[config.mk]
export PLATFORM = sky130hd
export DESIGN_NAME = tlight_monitor
export DESIGN_NICKNAME = d
export VERILOG_FILES = /design/src/rtl/tlight_pkg.sv /design/src/rtl/tlight_lamp_decode.sv /design/src/rtl/tlight_monitor.sv
export SDC_FILE = /design/constraint.sdc
export NUM_CORES = 1
export LEC_CHECK = 0
export BUFFER_PORTS_ARGS = -buffer_cell sky130_fd_sc_hd__buf_2
export CORE_ASPECT_RATIO = 1.25
export CORE_MARGIN = 4
export CORE_UTILIZATION = 55
export DETAILED_ROUTE_END_ITERATION = 7
export GPL_ROUTABILITY_DRIVEN = 0
export GPL_TIMING_DRIVEN = 0
export PLACE_DENSITY = 0.79
export REMOVE_ABC_BUFFERS = 1
export SYNTH_ARGS = -nofsm -noshare
export SYNTH_HDL_FRONTEND = slang
export SYNTH_SLANG_ARGS = --single-unit
[constraint.sdc]
create_clock -name clk -period 2.6 [get_ports clk]
set_input_delay 0.52 -clock clk [delete_from_list [all_inputs] [get_ports clk]]
set_output_delay 0.52 -clock clk [all_outputs]
set_load 0.01 [all_outputs]
[src/rtl/tlight_pkg.sv]
// Shared types, lamp codes and phase sequencing for the traffic-light monitor.
package tlight_pkg;

   localparam int unsigned LAMP_W = 3;
   localparam int unsigned CYC_W  = 16;

   typedef enum logic [1:0] {
      PH_G  = 2'd0,
      PH_A  = 2'd1,
      PH_R  = 2'd2,
      PH_RA = 2'd3
   } phase_t;

   typedef enum logic [1:0] {
      FLT_NONE    = 2'd0,
      FLT_ILLEGAL = 2'd1,
      FLT_TRANS   = 2'd2,
      FLT_TIMEOUT = 2'd3
   } fault_t;

   // {r,a,g} encodings of the legal lamp codes
   localparam logic [LAMP_W-1:0] LAMP_G  = 3'b001;
   localparam logic [LAMP_W-1:0] LAMP_A  = 3'b010;
   localparam logic [LAMP_W-1:0] LAMP_R  = 3'b100;
   localparam logic [LAMP_W-1:0] LAMP_RA = 3'b110;

   function automatic phase_t next_phase(input phase_t p);
      phase_t n;
      case (p)
         PH_G:    n = PH_A;
         PH_A:    n = PH_R;
         PH_R:    n = PH_RA;
         default: n = PH_G;
      endcase
      return n;
   endfunction

endpackage

[src/rtl/tlight_lamp_decode.sv]
// Combinational lamp-code decoder: {r,a,g} -> legal flag and phase.
module tlight_lamp_decode
   import tlight_pkg::*;
(
   input  logic [LAMP_W-1:0] code,
   output logic              legal_c,
   output phase_t            phase_c
);

   always_comb begin
      legal_c = 1'b0;
      phase_c = PH_G;
      case (code)
         LAMP_G:  begin legal_c = 1'b1; phase_c = PH_G;  end
         LAMP_A:  begin legal_c = 1'b1; phase_c = PH_A;  end
         LAMP_R:  begin legal_c = 1'b1; phase_c = PH_R;  end
         LAMP_RA: begin legal_c = 1'b1; phase_c = PH_RA; end
         default: begin legal_c = 1'b0; phase_c = PH_G;  end
      endcase
   end

endmodule

[src/rtl/tlight_monitor.sv]
// Traffic-light sequence monitor: tracks phase, dwell and completed cycles, latches the first fault.
module tlight_monitor
   import tlight_pkg::*;
#(
   parameter int unsigned MAX_DWELL = 255,
   parameter int unsigned CNT_W     = 8
)(
   input  logic             clk,
   input  logic             rst_n,
   input  logic             r,
   input  logic             a,
   input  logic             g,
   input  logic             fault_clr,
   output logic [1:0]       phase,
   output logic             phase_valid,
   output logic [CNT_W-1:0] dwell,
   output logic [CYC_W-1:0] cycles_done,
   output logic             fault,
   output logic [1:0]       fault_code
);

   typedef enum logic [1:0] {
      ST_SYNC  = 2'd0,
      ST_TRACK = 2'd1,
      ST_FAULT = 2'd2
   } state_t;

   localparam logic [CNT_W-1:0] DWELL_MAX = CNT_W'(MAX_DWELL);
   localparam logic [CYC_W-1:0] CYC_MAX   = '1;

   state_t            state;
   logic [LAMP_W-1:0] sample;
   phase_t            phase_q;
   fault_t            fcode_q;
   logic              s_legal_c;
   phase_t            s_phase_c;

   tlight_lamp_decode u_decode (
      .code    (sample),
      .legal_c (s_legal_c),
      .phase_c (s_phase_c)
   );

   assign phase      = phase_q;
   assign fault_code = fcode_q;

   // The FSM only ever looks at the registered sample, never the raw lamps.
   always_ff @(posedge clk or negedge rst_n) begin
      if (!rst_n) begin
         sample      <= '0;
         state       <= ST_SYNC;
         phase_q     <= PH_G;
         phase_valid <= 1'b0;
         dwell       <= '0;
         cycles_done <= '0;
         fault       <= 1'b0;
         fcode_q     <= FLT_NONE;
      end else begin
         sample <= {r, a, g};
         case (state)
            ST_SYNC: begin
               if (s_legal_c) begin
                  phase_q     <= s_phase_c;
                  dwell       <= '0;
                  phase_valid <= 1'b1;
                  state       <= ST_TRACK;
               end
            end
            ST_TRACK: begin
               if (!s_legal_c) begin
                  fcode_q     <= FLT_ILLEGAL;
                  fault       <= 1'b1;
                  phase_valid <= 1'b0;
                  state       <= ST_FAULT;
               end else if (s_phase_c == phase_q) begin
                  if (dwell == DWELL_MAX) begin
                     fcode_q     <= FLT_TIMEOUT;
                     fault       <= 1'b1;
                     phase_valid <= 1'b0;
                     state       <= ST_FAULT;
                  end else begin
                     dwell <= dwell + CNT_W'(1);
                  end
               end else if (s_phase_c == next_phase(phase_q)) begin
                  phase_q <= s_phase_c;
                  dwell   <= '0;
                  if (phase_q == PH_RA && cycles_done != CYC_MAX) begin
                     cycles_done <= cycles_done + CYC_W'(1);
                  end
               end else begin
                  fcode_q     <= FLT_TRANS;
                  fault       <= 1'b1;
                  phase_valid <= 1'b0;
                  state       <= ST_FAULT;
               end
            end
            ST_FAULT: begin
               // Everything stays frozen until software acknowledges the fault.
               if (fault_clr) begin
                  fault   <= 1'b0;
                  fcode_q <= FLT_NONE;
                  state   <= ST_SYNC;
               end
            end
            default: begin
               state <= ST_SYNC;
            end
         endcase
      end
   end

endmodule

==> results.tsv <==
stage	metric	value	unit
global_route	largest net degree at the start of global routing	36	
floorplanning	Die ar.	4610	µm²
floorplanning	initial core utilization	56.5	%
detailed_routing	Detailed Routing Iterations Pass 1	4	
place	DPL Wire Length	2.87	mm
global_route	global route hottest layer	met2	
sta	Final Cycle Share	90.5	%
cells_and_area	diode count	0	
synth	sequential fraction of the synthesis area	44.5	%
sta	final number of hold-violating endpoints	0	
min_path	worst hold path type	in -> async	
clocking	number of post-CTS setup repair buffers	0	
floorplanning	overall die width	61.5	µm
detailed_routing	antenna viol nets, final	0	
pwr	Int Power	1060	µW
worst_setup_path	CP Data Arrival Time	2530	ps
worst_setup_path	FF-to-FF Start	phase[0]$_DFFE_PN0P_	
detailed_routing	DR vias	1658	
floorplanning	Rows	24	
synth	most common cell in the netlist	dfrtp_1	
detailed_routing	vias per cell	5.86	
detailed_routing	routed len/inst	14.0	µm
run_status	status	complete, no violations	
sta	Final Max Tran Viols	0	
worst_setup_path	crit-path max FO	11	
sta	fmax	425	MHz
global_route	first-pass GRT wire length	6.85	mm
global_route	vias in the first global route	1613	
sta	worst hold slack	300	ps
pwr	sequential power share	42.5	%
worst_setup_path	critical path, cell by cell	inv_1, ha_1, xnor2_1, o2111ai_1, a31o_1, nor2_4, and3_1, mux2_2	
global_route	GR Overflow Total	0	
global_route	met1 Usage GRT	22.4	%
clocking	Worst-path clk slew	70	ps
run	Max-Cap Viols	0	
sta	Setup Skew	5.13	ps
synth	Post-Synthesis Cell Area	1970	µm²
synth	Cell variety after synth	48	
cells_and_area	Final Cell Area	2260	µm²
worst_setup_path	Worst Setup Start Kind	flop	
clocking	H-Tree Depth	2	
pwr	Sw Ratio	35.2	%
clocking	hold_buf cts	0	
synth	Gate Count Post-Synth	208	
detailed_routing	Initial DRC Count	70	
synth	number of flops mapped to enable cells by yosys	0	
worst_setup_path	critical path class	reg -> reg	
floorplanning	I/O pin count	36	
clocking	clk_lat worst skew	290	ps
pwr	switching pwr	578	µW
sta	Slew @ Worst Pin	765	ps
sta	Final Critical Period	2350	ps
synth	Async S/R FF share, synth	100	%
sta	setup TNS	0	ps
sta	relative slew slack	49.0	%
cells_and_area	layout cells sized above 1	23.0	%
pwr	Logic pwr share	31.0	%
sta	RSZ-0062 raised after global routing	no	
sta	setup violators final	0	
synth	Yosys reg bits	35	
synth	Post-synth top cells	dfrtp_1 (35), nand2_1 (22), o21ai_0 (19)	
cells_and_area	Nets	254	
detailed_routing	drt total wl	3.96	mm
worst_setup_path	r2r setup slk	250	ps
synth	Synth Warn #	0	
global_route	initial antenna violation count	0	
floorplanning	Core Box Area	3480	µm²
synth	leading area contributor after synthesis	dfrtp_1	
global_route	met2 GRT Util	33.2	%
global_route	met3 usage	5.15	%
place	number of I/O port buffers	35	
worst_setup_path	Data required, critical path	2780	ps
global_route	GRT Overall Usage	19.6	%
worst_setup_path	Crit. End Element	flop	
pwr	worst vdd ir	473	µV
synth	post-synth top area share	44.5	%
synth	synthesized area per cell	9.47	µm²
detailed_routing	Residual DRC	0	
place	Post-Place Cell Area	2150	µm²
clocking	Clock Sinks	35	
worst_setup_path	CP max stage cell	dfrtp_2	
pwr	Clk network pwr share	26.6	%
cells_and_area	Area Overhead vs Synth	14.9	%
synth	top_reg_cell synth	dfrtp_1	
pwr	LEAKAGE	0.00109	µW
worst_setup_path	R2R depth	8	
clocking	CTS Buffer Depth	2	
clocking	CTS tree	yes	
clocking	CTS Root Buffer Type	clkbuf_8	
pwr	Power Total	1640	µW
cells_and_area	# fillers	308	
worst_setup_path	CP max stage delay	440	ps
worst_setup_path	Reg2Reg Capture Point	cycles_done[4]$_DFFE_PN0P_	
pwr	PwrDens	726	nW/µm²
floorplanning	Die H	74.9	µm
clocking	total CTS buffers	5	
synth	largest cells by area after synthesis	dfrtp_1 (44%), xnor2_1 (5.3%), o21ai_0 (4.8%)	
clocking	post-CTS sizing	1	
state kept, by name, indices dropped and copies added (netlist names):
register     count
cycles_done     16
dwell            8
fault            1
fault_code       2
phase            2
phase_valid      1
sample           3
state            2
stage by stage:
stage	setup WS [ps]	instances	utilization [%]
4_1_cts	34.1	283	64.5
6_report	247	283	64.9
5_1_grt	60.8	283	64.9
3_5_place_dp	-163	275	61.6
3_3_place_gp	-130	275	61.6
2_1_floorplan	135	201	-
critical path: cells and delay by family, from the launching register on:
kind / cells / cell delay, ps
flip-flops: 1 / 440
multiplexers: 1 / 320
adder cells (fa/ha/maj): 1 / 340
AND/OR/NAND/NOR: 2 / 460
AO/OA/AOI/OAI: 2 / 450
XOR/XNOR: 1 / 140
buffers and inverters: 1 / 90
power by group through the flow:
stage	sequential, µW	combinational [µW]	clock, µW
after global placement	704	487	0
after detailed placement	707	496	0
after CTS	697	502	446
after floorplan	711	336	0
after global routing	711	576	468
final	697	509	436
layout by cell type, fill, tap and decap left out, types with 2 or more instances in the layout:
| cell | n |
|---|---|
| a21oi_1 | 3 |
| a22oi_1 | 2 |
| and3_1 | 13 |
| and4_1 | 2 |
| buf_2 | 35 |
| clkbuf_8 | 7 |
| dfrtp_1 | 33 |
| dfrtp_2 | 2 |
| ha_1 | 5 |
| inv_1 | 5 |
| mux2_1 | 2 |
| mux2_2 | 2 |
| nand2_1 | 22 |
| nand2b_1 | 3 |
| nand3_1 | 11 |
| nand4_1 | 6 |
| nor2_1 | 17 |
| nor2b_1 | 3 |
| nor3_1 | 6 |
| o21a_1 | 2 |
| o21ai_0 | 19 |
| o31ai_1 | 2 |
| or3_1 | 2 |
| xnor2_1 | 12 |
| xor2_1 | 5 |
area by class of cell:
class	count	area, µm²	area share (%)
Multi-Input combinational cell	161	1040	46.0
Sequential cell	35	878	38.8
Timing Repair Buffer	35	175	7.74
Clock buffer	8	100	4.42
Tap cell	39	48.8	2.16
Inverter	5	18.8	0.830
worst max path at each step:
stage / start / endpoint / slack, ps / depth (start not counted)
CTS: phase[0]$_DFFE_PN0P_ / cycles_done[4]$_DFFE_PN0P_ / 30 / 8
finish: phase[0]$_DFFE_PN0P_ / cycles_done[4]$_DFFE_PN0P_ / 250 / 8
floorplan: phase[0]$_DFFE_PN0P_ / cycles_done[4]$_DFFE_PN0P_ / 130 / 8
detailed placement: phase[0]$_DFFE_PN0P_ / cycles_done[4]$_DFFE_PN0P_ / -160 / 8
global placement: phase[0]$_DFFE_PN0P_ / cycles_done[4]$_DFFE_PN0P_ / -130 / 8
global route: phase[0]$_DFFE_PN0P_ / cycles_done[4]$_DFFE_PN0P_ / 60 / 8
routing by layer:
layer | share of wire, % | vias to the layer above | routed length [µm]
met5 | 0 | - | 0
met4 | 2.1 | 0 | 82
met3 | 4.7 | 8 | 188
met2 | 50 | 34 | 2000
met1 | 43 | 798 | 1700
li1 | - | 818 | -
cells by family after synthesis:
logic type	after synthesis	share of synthesized area, %
XOR/XNOR	17	7.56
AO/OA/AOI/OAI	39	12.9
AND/OR/NAND/NOR	95	25.7
flip-flops	35	44.5
multiplexers	5	2.80
buffers and inverters	12	3.37
adder cells (fa/ha/maj)	5	3.18
Note: power is estimated with default switching activity, not from simulation.
